## src/rtl/rv32i_dcache.sv

```systemverilog
// Direct-mapped, write-through, no-write-allocate data cache between the
// load/store unit and data memory; one 32-bit word per line.
package rv32i_package;
    typedef struct packed {
        logic [31:0] addr;
        logic [31:0] data;
        logic        rw;
        logic        valid;
    } cpu_req_type;

    typedef struct packed {
        logic [31:0] data;
        logic        ready;
    } cpu_res_type;
endpackage

module rv32i_dcache
    import rv32i_package::*;
#(
    parameter int LINES = 64
) (
    input  logic        clk,
    input  logic        rst,
    input  cpu_req_type cpu_req,
    output cpu_res_type cpu_res,
    output cpu_req_type mem_req,
    input  cpu_res_type mem_res
);
    localparam int IDX  = $clog2(LINES);
    localparam int TAGW = 30 - IDX;

    typedef enum logic [2:0] {
        S_IDLE          = 3'd0,
        S_COMPARE       = 3'd1,
        S_ALLOCATE      = 3'd2,
        S_WRITE_THROUGH = 3'd3,
        S_RESPOND       = 3'd4
    } state_t;

    state_t            r_state;
    state_t            w_next;
    logic [29:0]       r_word;
    logic [31:0]       r_wdata;
    logic              r_rw;
    logic [31:0]       r_rdata;
    logic [LINES-1:0]  r_valid;
    logic [TAGW-1:0]   r_tag  [LINES];
    logic [31:0]       r_data [LINES];

    logic [IDX-1:0]    w_idx;
    logic [TAGW-1:0]   w_tag;
    logic              w_hit;
    logic              w_fill;
    logic              w_write_hit;
    logic              w_read_hit;
    logic              w_unused_lsbs;

    // Byte offset is irrelevant for word-sized lines.
    assign w_unused_lsbs = ^cpu_req.addr[1:0];

    assign w_idx       = r_word[IDX-1:0];
    assign w_tag       = r_word[29:IDX];
    assign w_hit       = r_valid[w_idx] && (r_tag[w_idx] == w_tag);
    assign w_fill      = (r_state == S_ALLOCATE) && mem_res.ready;
    assign w_write_hit = (r_state == S_COMPARE) && r_rw && w_hit;
    assign w_read_hit  = (r_state == S_COMPARE) && !r_rw && w_hit;

    // State register.
    always_ff @(posedge clk or posedge rst) begin
        if (rst) begin
            r_state <= S_IDLE;
        end else begin
            r_state <= w_next;
        end
    end

    // Next-state logic.
    always_comb begin
        w_next = r_state;
        case (r_state)
            S_IDLE: begin
                if (cpu_req.valid) begin
                    w_next = S_COMPARE;
                end else begin
                    w_next = S_IDLE;
                end
            end
            S_COMPARE: begin
                if (r_rw) begin
                    w_next = S_WRITE_THROUGH;
                end else if (w_hit) begin
                    w_next = S_RESPOND;
                end else begin
                    w_next = S_ALLOCATE;
                end
            end
            S_ALLOCATE, S_WRITE_THROUGH: begin
                if (mem_res.ready) begin
                    w_next = S_RESPOND;
                end else begin
                    w_next = r_state;
                end
            end
            S_RESPOND: w_next = S_IDLE;
            default:   w_next = S_IDLE;
        endcase
    end

    // Request capture and read-data register.
    always_ff @(posedge clk or posedge rst) begin
        if (rst) begin
            r_word  <= 30'd0;
            r_wdata <= 32'd0;
            r_rw    <= 1'b0;
            r_rdata <= 32'd0;
        end else begin
            if ((r_state == S_IDLE) && cpu_req.valid) begin
                r_word  <= cpu_req.addr[31:2];
                r_wdata <= cpu_req.data;
                r_rw    <= cpu_req.rw;
            end
            if (w_read_hit) begin
                r_rdata <= r_data[w_idx];
            end else if (w_fill) begin
                r_rdata <= mem_res.data;
            end
        end
    end

    // Line valid bits; only a fill sets one, only reset clears them.
    always_ff @(posedge clk or posedge rst) begin
        if (rst) begin
            r_valid <= '0;
        end else if (w_fill) begin
            r_valid[w_idx] <= 1'b1;
        end
    end

    // Tag and data arrays, deliberately left unreset.
    always_ff @(posedge clk) begin
        if (w_fill) begin
            r_tag[w_idx]  <= w_tag;
            r_data[w_idx] <= mem_res.data;
        end else if (w_write_hit) begin
            r_data[w_idx] <= r_wdata;
        end
    end

    // Outputs decode from registers only, so reset drops them at once.
    always_comb begin
        cpu_res       = '0;
        cpu_res.data  = r_rdata;
        cpu_res.ready = (r_state == S_RESPOND);
        mem_req       = '0;
        if (r_state == S_ALLOCATE) begin
            mem_req.addr  = {r_word, 2'b00};
            mem_req.valid = 1'b1;
        end else if (r_state == S_WRITE_THROUGH) begin
            mem_req.addr  = {r_word, 2'b00};
            mem_req.data  = r_wdata;
            mem_req.rw    = 1'b1;
            mem_req.valid = 1'b1;
        end else begin
            mem_req.valid = 1'b0;
        end
    end
endmodule

```

## config.mk

```make
export PLATFORM = sky130hd
export DESIGN_NAME = rv32i_dcache
export DESIGN_NICKNAME = d
export VERILOG_FILES = /design/src/rtl/rv32i_dcache.sv
export SDC_FILE = /design/constraint.sdc
export NUM_CORES = 2
export LEC_CHECK = 0
export ABC_AREA = 1
export BUFFER_PORTS_ARGS = -buffer_cell sky130_fd_sc_hd__buf_2
export CORE_MARGIN = 3
export CORE_UTILIZATION = 45
export CTS_BUF_LIST = sky130_fd_sc_hd__clkbuf_2 sky130_fd_sc_hd__clkbuf_4 sky130_fd_sc_hd__clkbuf_8
export DETAILED_ROUTE_END_ITERATION = 8
export HOLD_SLACK_MARGIN = 0.06
export SLEW_MARGIN = 20
export SYNTH_ARGS = -nofsm -noshare
export SYNTH_HDL_FRONTEND = slang
export SYNTH_SLANG_ARGS = --single-unit
```

## constraint.sdc

```tcl
create_clock -name clk -period 13.5 [get_ports clk]
set_input_delay 2.7 -clock clk [delete_from_list [all_inputs] [get_ports clk]]
set_output_delay 2.7 -clock clk [all_outputs]
set_load 0.03 [all_outputs]
```

==> results.py <==
metrics = {
    "cells_and_area": {
        "nets": 12261,
        "drive_gt1_frac": 0.133,
        "final_common_cell": "edfxtp_1",
        "fillers": 27634,
        "finalNonFillerCells": 16931,
        "postLayoutCellArea_um2": 166000,
        "synthToLayoutAreaGrowth_pct": 12.5,
        "final_util": 0.510,
        "layout_common_cells": "edfxtp_1 (3,584), nand2_1 (3,147), inv_1 (1,046), nor2_1 (640), clkbuf_8 (629)",
    },
    "clocking": {
        "ctsHoldBuffers": 0,
        "cts_num_sinks": 3746,
        "cts_tree": "done",
        "postCtsSetupBuffers": 0,
        "cts_buffers": 598,
        "path_clk_slew_ns": 0.06,
        "clock_latency_ns": 1.19,
        "htree_levels": 6,
        "root_buffer": "clkbuf_8",
        "cts_buffer_depth": 4,
        "postCtsResizedCells": 0,
    },
    "floorplan": {
        "chipHeight_um": 579,
        "dieArea_um2": 335000,
        "start_util": 0.454,
        "rows": 209,
        "core_region_area_um2": 326000,
        "die_w_um": 579,
        "io_pins": 200,
    },
    "global_routing": {
        "grtUsageTotal": 0.271,
        "grt_overflow": 0,
        "grt_max_degree": 182,
        "grt_pass1_wl_um": 655000,
        "antenna_found_initial": 19,
        "first_global_vias": 92307,
    },
    "yosys": {
        "synth_compound_area_frac": 0.0590,
        "synth_enable_flop_cells": 3584,
        "netlist_instances": 11710,
        "syn_area_um2": 148000,
        "yosys_warnings": 0,
        "synth_top_family_by_area": "simple AND/OR/NAND/NOR gates",
        "syn_avg_cell_area_um2": 12.6,
        "synthSimpleGateAreaFrac": 0.138,
        "ys_seq_area_frac": 0.756,
        "synth-seq-cells": 3746,
        "async_reset_ff_frac": 0.0432,
        "synth_ff_type": "edfxtp_1",
        "synth.mux.area_fraction": 0,
        "synthDistinctLibCells": 37,
        "synth_xor_area_frac": 0,
        "synth-adder-area-share": 0,
    },
    "worst_setup_path": {
        "path_class": "reg2reg",
        "worstPathMaxFanout": 162,
        "end_kind": "flop",
        "crit_required_ns": 14.27,
        "arrival_ns": 9.61,
        "start_kind": "flop",
    },
    "power_and_ir_drop": {
        "power.total_mw": 33.0,
        "power.density_nw_per_um2": 199,
        "peakVddDrop_v": 0.000174,
        "leakage_nw": 61.3,
    },
    "sta": {
        "final-max-slew-violation-count": 0,
        "period_share": 0.655,
        "rsz0062_at_grt": "no",
        "setup_slack_ns": 4.65,
        "tightest_slew_ns": 1.14,
        "layout_min_cycle_time_ns": 8.85,
        "hold_viol": 0,
        "setup_viol_count_final": 0,
        "tns_ns": 0,
        "fmax_mhz": 113,
        "hold_slack_ns": 0.455,
        "finalClockSkew_ns": 0.0781,
        "max-slew-margin-rel": 0.240,
    },
    "routing": {
        "wl_um": 465000,
        "antenna_left": 0,
        "drc": 0,
        "firstDrtPassIters": 6,
        "dr_total_vias": 95866,
        "via_per_inst": 5.66,
        "drt_iter0_markers": 13239,
        "avgRoutedWirePerCell_um": 27.4,
    },
    "placed_design": {
        "portBuffers": 195,
        "pre_cts_ws_ns": 4.86,
        "dp_hpwl_um": 248000,
        "dp.cells": 15881,
        "placed_area_um2": 155000,
        "gp_congestion": 0.894,
    },
    "flow_run": {
        "drv_cap": 0,
    },
    "min_path": {
        "hold_class": "reg2reg",
    },
    "status": {
        "status": "finished clean",
    },
}
[layer usage]
metal / track usage / vias to the layer above / share of wire
met5: 0 / - / 0.00016
met4: 0.130 / 12 / 0.052
met3: 0.0538 / 920 / 0.10
met2: 0.424 / 5342 / 0.46
met1: 0.365 / 47620 / 0.39
li1: - / 41972 / -
[logic make-up after synthesis]
logic type	count (synthesis)
simple gates	4954
flops	3746
buf+inv	1709
compound gates	1300
other cells	1
[layout make-up]
class / instances / area, um^2 / share of cell area
sequential: 3746 / 112000 / 0.672
antenna: 4 / 10.0 / 0.0000602
inverter: 1087 / 4150 / 0.0250
clock inverter: 191 / 1030 / 0.00619
clock buffer: 851 / 10300 / 0.0621
timing repair buffer: 471 / 3380 / 0.0203
tap: 4325 / 5410 / 0.0326
multi-input combinational: 6256 / 30200 / 0.182
[worst max-delay path, stage by stage (launching register included)]
cell and delay, ns:
dfrtp_4 0.88, buf_4 0.57, buf_12 0.50, buf_4 0.83, nand2_1 0.11, o211ai_1 0.12
nand2_1 0.09, o21ai_0 0.51, nand2_1 0.34, nor2_1 0.22, nand2_1 0.07, nand2_1 0.06
nand2_1 0.05, nor2_1 0.14, nand2_1 0.12, nor2_4 0.09, buf_4 0.39, nand3_2 0.15
nand2_2 0.58, inv_6 0.26, buf_4 0.44, buf_4 0.48, nor2_4 0.19, buf_4 0.61
[power by group]
group	internal, mW	switching (mW)
sequential	13.6	0.235
combinational	2.23	7.49
clock	4.98	4.43
total	20.9	12.2
[worst paths after layout]
check	cells after the start	endpoint	slack, ns	start
min in group asynchronous	2	r_wdata[11]	1.60	rst
setup / recovery	23	r_data[35][1]	4.65	r_word[0]
hold / removal	2	r_valid[10]	0.45	r_valid[10]
setup reg to reg	23	r_data[35][1]	4.65	r_word[0]
max in group asynchronous	4	r_valid[41]	9.99	rst
hold reg to reg	2	r_valid[10]	0.45	r_valid[10]
[cells in the mapped netlist, types with 79 or more instances]
master / number / area share
edfxtp_1: 3584 / 0.73
nand2_1: 3183 / 0.081
inv_1: 1048 / 0.027
nor2_1: 772 / 0.020
nand3_1: 536 / 0.018
o21ai_0: 365 / 0.012
nand4_1: 328 / 0.014
a22oi_1: 294 / 0.015
buf_2: 250 / 0.0085
clkbuf_1: 243 / 0.0062
a221oi_1: 240 / 0.014
dfrtp_1: 162 / 0.027
a21oi_1: 131 / 0.0044
o21ai_1: 94 / 0.0032
buf_1: 92 / 0.0023
a22o_1: 79 / 0.0047
[flip-flops by register name, indices dropped and copies added, names as in the netlist]
| name | count |
|---|---|
| r_data | 2048 |
| r_rdata | 32 |
| r_rw | 1 |
| r_state | 3 |
| r_tag | 1536 |
| r_valid | 64 |
| r_wdata | 32 |
| r_word | 30 |
No activity file was read; power rests on OpenSTA's default activity.
